**src/rtl/imm_gen_pipe.sv**
```systemverilog
// RISC-V decode-stage immediate generator. It decodes the immediate, format, legality
// and PC-relative target, then buffers each result in a 2-entry in-order FIFO.
module imm_gen_pipe #(
    parameter int DWIDTH = 32,
    parameter int AWIDTH = 32
) (
    input  logic              clk,
    input  logic              reset,
    input  logic              flush_i,
    input  logic              insn_valid_i,
    output logic              insn_ready_o,
    input  logic [31:0]       insn_i,
    input  logic [AWIDTH-1:0] pc_i,
    output logic              imm_valid_o,
    input  logic              imm_ready_i,
    output logic [DWIDTH-1:0] imm_o,
    output logic [2:0]        fmt_o,
    output logic [AWIDTH-1:0] target_o,
    output logic [31:0]       insn_o,
    output logic [AWIDTH-1:0] pc_o,
    output logic              illegal_o
);
    localparam bit RV64 = (DWIDTH == 64);

    localparam logic [2:0] FMT_NONE  = 3'd0;
    localparam logic [2:0] FMT_I     = 3'd1;
    localparam logic [2:0] FMT_S     = 3'd2;
    localparam logic [2:0] FMT_B     = 3'd3;
    localparam logic [2:0] FMT_U     = 3'd4;
    localparam logic [2:0] FMT_J     = 3'd5;
    localparam logic [2:0] FMT_SHAMT = 3'd6;

    localparam logic [6:0] OPC_OP_IMM    = 7'b0010011;
    localparam logic [6:0] OPC_OP_IMM_32 = 7'b0011011;
    localparam logic [6:0] OPC_LOAD      = 7'b0000011;
    localparam logic [6:0] OPC_JALR      = 7'b1100111;
    localparam logic [6:0] OPC_STORE     = 7'b0100011;
    localparam logic [6:0] OPC_BRANCH    = 7'b1100011;
    localparam logic [6:0] OPC_LUI       = 7'b0110111;
    localparam logic [6:0] OPC_AUIPC     = 7'b0010111;
    localparam logic [6:0] OPC_JAL       = 7'b1101111;

    typedef struct packed {
        logic [DWIDTH-1:0] imm;
        logic [2:0]        fmt;
        logic [AWIDTH-1:0] target;
        logic [31:0]       insn;
        logic [AWIDTH-1:0] pc;
        logic              illegal;
    } entry_t;

    logic [DWIDTH-1:0] imm_s;
    logic [2:0]        fmt_s;
    logic              illegal_s;
    logic              pc_rel_s;
    logic              shift_f3_s;
    logic              shamt_ok_s;
    logic [AWIDTH-1:0] target_s;
    entry_t            wr_entry_s;
    entry_t            head_s;

    entry_t            mem_q [2];
    logic [1:0]        count_q, count_d;
    logic              wr_ptr_q, wr_ptr_d;
    logic              rd_ptr_q, rd_ptr_d;
    logic              push_s, pop_s;

    // Combinational decode of the offered instruction
    always_comb begin
        imm_s      = '0;
        fmt_s      = FMT_NONE;
        illegal_s  = 1'b1;
        pc_rel_s   = 1'b0;
        shift_f3_s = (insn_i[14:12] == 3'b001) || (insn_i[14:12] == 3'b101);
        // RV64 shamt takes bit 25, so only bits [31:26] are checked there
        if (RV64) begin
            shamt_ok_s = (insn_i[31:26] == 6'b000000) || (insn_i[31:26] == 6'b010000);
        end else begin
            shamt_ok_s = (insn_i[31:25] == 7'b0000000) || (insn_i[31:25] == 7'b0100000);
        end
        if (insn_i[1:0] == 2'b11) begin
            case (insn_i[6:0])
                OPC_OP_IMM, OPC_OP_IMM_32: begin
                    if ((insn_i[6:0] == OPC_OP_IMM_32) && !RV64) begin
                        illegal_s = 1'b1;
                    end else if (shift_f3_s) begin
                        if (shamt_ok_s) begin
                            fmt_s     = FMT_SHAMT;
                            illegal_s = 1'b0;
                            if (RV64 && (insn_i[6:0] == OPC_OP_IMM)) begin
                                imm_s = DWIDTH'(insn_i[25:20]);
                            end else begin
                                imm_s = DWIDTH'(insn_i[24:20]);
                            end
                        end else begin
                            illegal_s = 1'b1;
                        end
                    end else begin
                        fmt_s     = FMT_I;
                        illegal_s = 1'b0;
                        imm_s     = DWIDTH'(signed'(insn_i[31:20]));
                    end
                end
                OPC_LOAD, OPC_JALR: begin
                    fmt_s     = FMT_I;
                    illegal_s = 1'b0;
                    imm_s     = DWIDTH'(signed'(insn_i[31:20]));
                end
                OPC_STORE: begin
                    fmt_s     = FMT_S;
                    illegal_s = 1'b0;
                    imm_s     = DWIDTH'(signed'({insn_i[31:25], insn_i[11:7]}));
                end
                OPC_BRANCH: begin
                    fmt_s     = FMT_B;
                    illegal_s = 1'b0;
                    pc_rel_s  = 1'b1;
                    imm_s     = DWIDTH'(signed'({insn_i[31], insn_i[7], insn_i[30:25],
                                                 insn_i[11:8], 1'b0}));
                end
                OPC_LUI, OPC_AUIPC: begin
                    fmt_s     = FMT_U;
                    illegal_s = 1'b0;
                    pc_rel_s  = (insn_i[6:0] == OPC_AUIPC);
                    imm_s     = DWIDTH'(signed'({insn_i[31:12], 12'd0}));
                end
                OPC_JAL: begin
                    fmt_s     = FMT_J;
                    illegal_s = 1'b0;
                    pc_rel_s  = 1'b1;
                    imm_s     = DWIDTH'(signed'({insn_i[31], insn_i[19:12], insn_i[20],
                                                 insn_i[30:21], 1'b0}));
                end
                default: begin
                    illegal_s = 1'b1;
                end
            endcase
        end else begin
            illegal_s = 1'b1;
        end
    end

    assign target_s   = pc_rel_s ? (pc_i + imm_s[AWIDTH-1:0]) : pc_i;
    assign wr_entry_s = '{imm: imm_s, fmt: fmt_s, target: target_s, insn: insn_i,
                          pc: pc_i, illegal: illegal_s};

    assign insn_ready_o = (count_q != 2'd2);
    assign imm_valid_o  = (count_q != 2'd0);
    assign push_s       = insn_valid_i && insn_ready_o && !flush_i;
    assign pop_s        = imm_valid_o && imm_ready_i && !flush_i;

    // FIFO pointer and occupancy next-state; flush wins over push and pop
    always_comb begin
        count_d  = count_q;
        wr_ptr_d = wr_ptr_q;
        rd_ptr_d = rd_ptr_q;
        if (flush_i) begin
            count_d  = 2'd0;
            wr_ptr_d = 1'b0;
            rd_ptr_d = 1'b0;
        end else begin
            wr_ptr_d = push_s ? ~wr_ptr_q : wr_ptr_q;
            rd_ptr_d = pop_s ? ~rd_ptr_q : rd_ptr_q;
            case ({push_s, pop_s})
                2'b10:   count_d = count_q + 2'd1;
                2'b01:   count_d = count_q - 2'd1;
                default: count_d = count_q;
            endcase
        end
    end

    // FIFO state registers and entry storage
    always_ff @(posedge clk or posedge reset) begin
        if (reset) begin
            count_q  <= 2'd0;
            wr_ptr_q <= 1'b0;
            rd_ptr_q <= 1'b0;
            for (int i = 0; i < 2; i++) begin
                mem_q[i] <= '0;
            end
        end else begin
            count_q  <= count_d;
            wr_ptr_q <= wr_ptr_d;
            rd_ptr_q <= rd_ptr_d;
            if (push_s) begin
                mem_q[wr_ptr_q] <= wr_entry_s;
            end
        end
    end

    assign head_s    = imm_valid_o ? mem_q[rd_ptr_q] : '0;
    assign imm_o     = head_s.imm;
    assign fmt_o     = head_s.fmt;
    assign target_o  = head_s.target;
    assign insn_o    = head_s.insn;
    assign pc_o      = head_s.pc;
    assign illegal_o = head_s.illegal;
endmodule

```
**config.mk**
```make
export PLATFORM = sky130hd
export DESIGN_NAME = imm_gen_pipe
export DESIGN_NICKNAME = d
export VERILOG_FILES = /design/src/rtl/imm_gen_pipe.sv
export SDC_FILE = /design/constraint.sdc
export NUM_CORES = 1
export LEC_CHECK = 0
export CAP_MARGIN = 0
export CORE_MARGIN = 4
export CORE_UTILIZATION = 27
export DETAILED_ROUTE_END_ITERATION = 10
export PLACE_DENSITY_LB_ADDON = 0.05
export SYNTH_ARGS = -nofsm -noshare
export SYNTH_HDL_FRONTEND = slang
export SYNTH_SLANG_ARGS = --single-unit
```
**constraint.sdc**
```tcl
create_clock -name clk -period 11.2 [get_ports clk]
set_input_delay 1.68 -clock clk [delete_from_list [all_inputs] [get_ports clk]]
set_output_delay 1.68 -clock clk [all_outputs]
set_load 0.005 [all_outputs]
```
==> results of run 1 <==
-- state kept, by name (all words and copies together) (netlist names) --
| name | count |
|---|---|
| mem_q | 264 |
| rd_ptr_q | 1 |
| wr_ptr_q | 1 |
| count_q | 2 |
-- layer usage --
| metal | GRT usage [%] | up-vias | share of wire [%] |
|---|---|---|---|
| met1 | 26.3 | 5888 | 51 |
| met3 | 2.50 | 50 | 4.3 |
| li1 | - | 5961 | - |
| met5 | 0 | - | 0 |
| met4 | 4.12 | 0 | 1.6 |
| met2 | 26.4 | 263 | 43 |
-- logic make-up (layout without fill, tap and decap cells) --
kind of cell,count (synthesis),count (layout),share of synthesized area (%)
muxes,146,146,10.2
buffers and inverters,145,315,3.87
adders and majority gates,32,32,2.84
xor gates and xnor gates,25,25,1.58
AOI/OAI and AO/OA,291,291,12.2
DFF,268,268,46.7
and+or+nand+nor,804,804,22.6
-- Yosys cell counts (3+ instances only) --
cell type	number	area, um^2
a21o_1	13	97.6
a21oi_1	60	300
a21oi_2	5	43.8
a22oi_1	4	30.0
a31oi_1	8	50.1
and2_1	7	43.8
and3_1	3	18.8
buf_1	24	90.1
buf_2	9	45.0
clkbuf_1	70	263
dfrtp_1	268	6710
ha_1	31	388
inv_1	40	150
mux2_2	4	45.0
mux2i_1	142	1420
nand2_1	556	2090
nand2b_1	6	37.5
nand3_1	13	65.1
nand4_1	5	31.3
nor2_1	167	627
nor2b_1	6	37.5
nor3_1	19	95.1
o211a_1	3	30.0
o211ai_1	6	45.0
o21ai_0	118	591
o21ai_1	39	195
o31ai_1	4	30.0
or3_1	4	25.0
or4_1	3	22.5
xnor2_1	11	96.3
xor2_1	13	114
-- power by group through the flow --
stage | Combinational, W | Sequential [W] | Clock [W]
CTS | 0.000588 | 0.00127 | 0.00118
global route | 0.000650 | 0.00129 | 0.00122
global placement | 0.000581 | 0.00128 | 0
floorplan | 0.000359 | 0.00125 | 0
detailed placement | 0.000585 | 0.00128 | 0
finish | 0.000573 | 0.00126 | 0.00114
-- worst max-delay path, delay by kind of cell --
kind            cells  cell delay [ns]
buf+inv             3             0.73
fa+ha+maj           2             0.62
compound gates     10             2.05
simple gates        3             1.00
mux                 1             0.27
-- path summary, 6_finish.rpt --
check	slack (ns)	cells past startpoint	start	endpoint
max	5.26	19	insn_i[27]	mem_q[227]
min reg2reg	0.47	2	mem_q[172]	mem_q[172]
min in group asynchronous	1.68	2	reset	mem_q[127]
max reg2reg	8.13	9	count_q[0]	mem_q[96]
min	0.47	2	mem_q[172]	mem_q[172]
max in group asynchronous	8.12	3	reset	mem_q[53]
-- cell type report --
cell class | instances | area [um^2] | area share (%)
Multi-Input combinational cell | 1298 | 7130 | 39.3
Sequential cell | 268 | 6710 | 37.0
Timing Repair Buffer | 216 | 2140 | 11.8
Clock buffer | 50 | 995 | 5.48
Tap cell | 688 | 861 | 4.75
Inverter | 42 | 165 | 0.910
Clock inverter | 7 | 135 | 0.745
-- through the flow --
| step | utilization, % | worst slack [ns] |
|---|---|---|
| after global routing | 34.5 | 4.88 |
| after floorplan | - | 2.14 |
| after CTS | 34.5 | 5.31 |
| after detailed placement | 32.3 | 4.76 |
| after global placement | 32.3 | 4.70 |
| final | 34.5 | 5.26 |
==> results.yml, run 1 <==
clocking:
  clock_latency_ns: 0.54
  clock-sinks: 268
  htreeDepth: 2
  cts.clk_slew.worst_paths_ns: 0.06
  cts_buffers: 35
  cts_max_path_buffers: 3
  postCtsResizedCells: 0
  cts_setup_buffers: 0
  ctsHoldBuffers: 0
  cts_tree: "yes"
  cts_root_buf: "clkbuf_16"
synth:
  postSynthCellCount: 1711
  synth-edff-count: 0
  seq_area_frac_synth_pct: 46.7
  synthesis.nets: 1812
  synth-async-reset-ratio_pct: 100
  synth_ff_type: "dfrtp_1"
  synth.avg_cell_area_um2: 8.39
  synth_cell_types: 67
  ys_ff_latch: 268
  syn-cell-area_um2: 14400
  yosysWarnings: 0
pwr:
  peakVddDrop_mv: 0.0815
  p_per_area_nw_per_um2: 164
  power_w: 0.00298
  pwr-share-seq_pct: 42.4
  p_int_w: 0.00212
  swShare_pct: 28.9
  p_leak_nw: 8.22
  p_sw_w: 0.000860
  p_comb_share_pct: 19.3
  pwr-share-clk_pct: 38.3
final_layout:
  fillers: 5425
  layout_common_cells: "nand2_1, dfrtp_1, clkdlybuf4s50_1"
  antenna_cells: 0
  fin_cells: 2569
  fin_nets: 1962
  layout_commonest_cell: "nand2_1"
  area_growth_pct: 26.3
  final_area_um2: 18100
  drive_gt1_share_pct: 5.48
timing:
  hold_slack_ns: 0.471
  rsz0062_at_grt: "no"
  slew_headroom_pct: 30.6
  min_period_ns: 5.94
  slew_violations: 0
  finalSetupTns_ns: 0
  setup_viol: 0
  hold_viol: 0
  tightest_slew_ns: 1.04
  clock.fmax_mhz: 168
  skew_ns: 0.0150
  period_share_pct: 53.1
setup_path:
  arrival_ns: 6.34
  critPathKind: "input pin to flip-flop"
  slowest_delay_ns: 0.56
  cp_cell_sequence: "clkdlybuf4s50_1 > or4_1 > nor3_1 > o21ai_0 > a21oi_1 > a21oi_1 > inv_1 > ha_1 > inv_1 > fa_1 > nor2b_4 > o2111ai_2 > a21oi_2 > o2111ai_2 > a21oi_2 > o41ai_2 > a31oi_1 > mux2i_1 > o31ai_1"
  critical_path.startpoint_type: "input pin"
  end_kind: "flip-flop"
  path_max_fanout: 5
  cpMaxStageDelayCell: "clkdlybuf4s50_1"
  critPathRequiredTime_ns: 11.59
floorplanning:
  core_um2: 52700
  die_h_um: 239
  rows: 84
  die_w_um: 239
  dieArea_um2: 56900
  ioPinCount: 203
  start_util_pct: 27.3
job:
  cap_viol_max_count: 0
grt:
  grt_max_degree: 151
  grt_pass1_vias: 12267
  grt_pass1_wl_um: 77300
  grt_util_all_layers_pct: 17.4
  grt_overflow: 0
  antenna_found_initial: 0
detailed_routing:
  ant_nets: 0
  drtIter0Drc: 761
  wl_per_cell_um: 19.4
  drt_wl_total_um: 49900
  first_pass_iters: 5
  num_vias: 12162
  drt-vias-per-instance: 4.73
  drc: 0
placement:
  dpl_cell_area_um2: 17000
  dp_cells: 2512
  gp_congestion: 0.836
  io_buffers: 202
  hpwl_um: 34200
outcome:
  status: "complete, no violations"
min_path:
  worstHoldPathType: "flip-flop to flip-flop"
(Power assumes the default switching activity.)
==> run 2, diff against run 1 <==
Clock period 11.2 ns to 5 ns, I/O delays scaled along.
==> run 2 against run 1 <==
Setup slack got worse by 4.9 ns; non-clock buffer count rose by 92; wire length rose by 0.16%; highest routed layer is now met5; final area rose by 4.3%.
==> results.yml, run 2 (same netlist as run 1, synthesis figures left out) <==
detailed_routing:
  num_vias: 12374
  drc: 0
  drt-vias-per-instance: 4.64
  wl_per_cell_um: 18.8
  first_pass_iters: 7
  ant_nets: 0
  drt_wl_total_um: 50000
  drtIter0Drc: 764
pwr:
  p_int_w: 0.00479
  p_per_area_nw_per_um2: 355
  peakVddDrop_mv: 0.178
  pwr-share-clk_pct: 38.2
  swShare_pct: 28.8
  pwr-share-seq_pct: 41.9
  p_sw_w: 0.00193
  p_leak_nw: 8.69
  p_comb_share_pct: 19.9
timing:
  clock.fmax_mhz: 215
  period_share_pct: 92.8
  tightest_slew_ns: 0.864
  slew_violations: 0
  setup_viol: 0
  min_period_ns: 4.64
  rsz0062_at_grt: "no"
  hold_slack_ns: 0.471
  hold_viol: 0
  finalWorstSetupSlack_ns: 0.358
  slew_headroom_pct: 42.1
  skew_ns: 0.0188
final_layout:
  largest_reg_flops: 264
  drive_gt1_share_pct: 10.2
  regMostFlops: "mem_q"
  final_area_um2: 18900
  layout_common_cells: "nand2_1, dfrtp_1, clkdlybuf4s50_1"
  fillers: 5424
  layout_commonest_cell: "nand2_1"
  area_growth_pct: 31.8
  top_regs: "mem_q: 264 flops, count_q: 2 flops"
  fin_nets: 2054
  finish.utilization_pct: 35.9
  antenna_cells: 0
setup_path:
  path_max_fanout: 4
  r2r-end: "mem_q[96]"
  rrSetupSlack_ns: 2.49
  end_kind: "flip-flop"
  critPathRequiredTime_ns: 5.40
  cpMostUsedCell: "a21oi_2"
  reg2reg_depth: 9
  path_buf_inv: 1
  worstReg2RegStart: "count_q[0]"
  critPathKind: "input pin to flip-flop"
  path_delay_family: "compound AO/OA/AOI/OAI gates"
  critical_path.startpoint_type: "input pin"
  setup.worst_path.start: "insn_i[27]"
  arrival_ns: 5.04
  cpMaxStageDelayCell: "or4_1"
  cp.depth: 17
  cp_cell_sequence: "clkdlybuf4s50_1 > or4_1 > nor3_1 > o21ai_0 > a21oi_2 > or2_1 > a22oi_1 > fa_1 > nor2b_4 > o2111ai_2 > a21oi_2 > o2111ai_2 > a21oi_2 > o41ai_2 > a31oi_1 > mux2i_1 > o31ai_1"
  slowest_delay_ns: 0.57
  crit_end: "mem_q[227]"
floorplanning:
  core_um2: 52700
  die_h_um: 239
  rows: 84
  start_util_pct: 27.3
  dieArea_um2: 56900
  ioPinCount: 203
  die_w_um: 239
clocking:
  clock-sinks: 268
  cts_setup_buffers: 0
  postCtsResizedCells: 0
  htreeDepth: 2
  ctsHoldBuffers: 0
  clock_latency_ns: 0.53
  cts_buffers: 35
  cts_max_path_buffers: 3
  cts.clk_slew.worst_paths_ns: 0.05
  cts_root_buf: "clkbuf_16"
  cts_tree: "yes"
grt:
  grt_pass1_vias: 12727
  antenna_found_initial: 1
  grt_util_all_layers_pct: 17.5
  grt_overflow: 0
  grt_pass1_wl_um: 78100
  grt_max_degree: 139
placement:
  hpwl_um: 34900
  io_buffers: 202
  dpl_cell_area_um2: 17700
  post-place-ws_ns: -0.195
  gp_congestion: 0.851
min_path:
  worstHoldPathType: "flip-flop to flip-flop"
outcome:
  status: "complete, no violations"
job:
  cap_viol_max_count: 0
-- run 2: worst min path at each step --
stage	end	start	depth (start not counted)
finish	mem_q[153]	mem_q[153]	2
global route	mem_q[28]	mem_q[28]	2
CTS	mem_q[143]	mem_q[143]	2
detailed placement	mem_q[143]	mem_q[143]	2
global placement	mem_q[173]	mem_q[173]	2
floorplan	mem_q[133]	mem_q[133]	2
-- run 2: tightest hold or removal path, delay by kind of cell, from the launching register on --
kind | cells | cell delay [ns]
AND/OR/NAND/NOR | 2 | 0.10
flip-flops | 1 | 0.34
-- run 2: per-stage QoR --
step	cells	setup TNS, ns	power (W)
final	2666	0	0.00672
after global placement	2604	-1.22	0.00420
after global routing	2666	0	0.00713
after floorplan	1711	0	0.00360
after detailed placement	2604	-2.74	0.00422
after CTS	2666	0	0.00685
-- run 2: layer usage --
metal / vias up / part of all wire, % / GRT usage [%] / wire, um
li1: 6141 / - / - / -
met1: 5979 / 50 / 25.3 / 24800
met2: 203 / 45 / 27.6 / 22400
met3: 49 / 3.7 / 3.06 / 1850
met4: 2 / 1.8 / 3.76 / 911
met5: - / 0.028 / 0 / 14
-- run 2: power by group through the flow --
stage | Sequential, W | Clock (W) | Combinational (W)
detailed placement | 0.00286 | 0 | 0.00136
CTS | 0.00282 | 0.00266 | 0.00137
global placement | 0.00285 | 0 | 0.00135
finish | 0.00282 | 0.00257 | 0.00134
floorplan | 0.00279 | 0 | 0.000804
global route | 0.00287 | 0.00274 | 0.00152
-- run 2: area by class of cell --
| type | instances | area, um^2 | share of cell area [%] |
|---|---|---|---|
| well taps | 688 | 861 | 4.55 |
| flip-flops and latches | 268 | 6710 | 35.5 |
| clock buffers | 57 | 1090 | 5.77 |
| multi-input cells | 1298 | 7140 | 37.7 |
| inverters | 42 | 161 | 0.853 |
| clock inverters | 5 | 77.6 | 0.410 |
| repair buffers | 308 | 2880 | 15.2 |
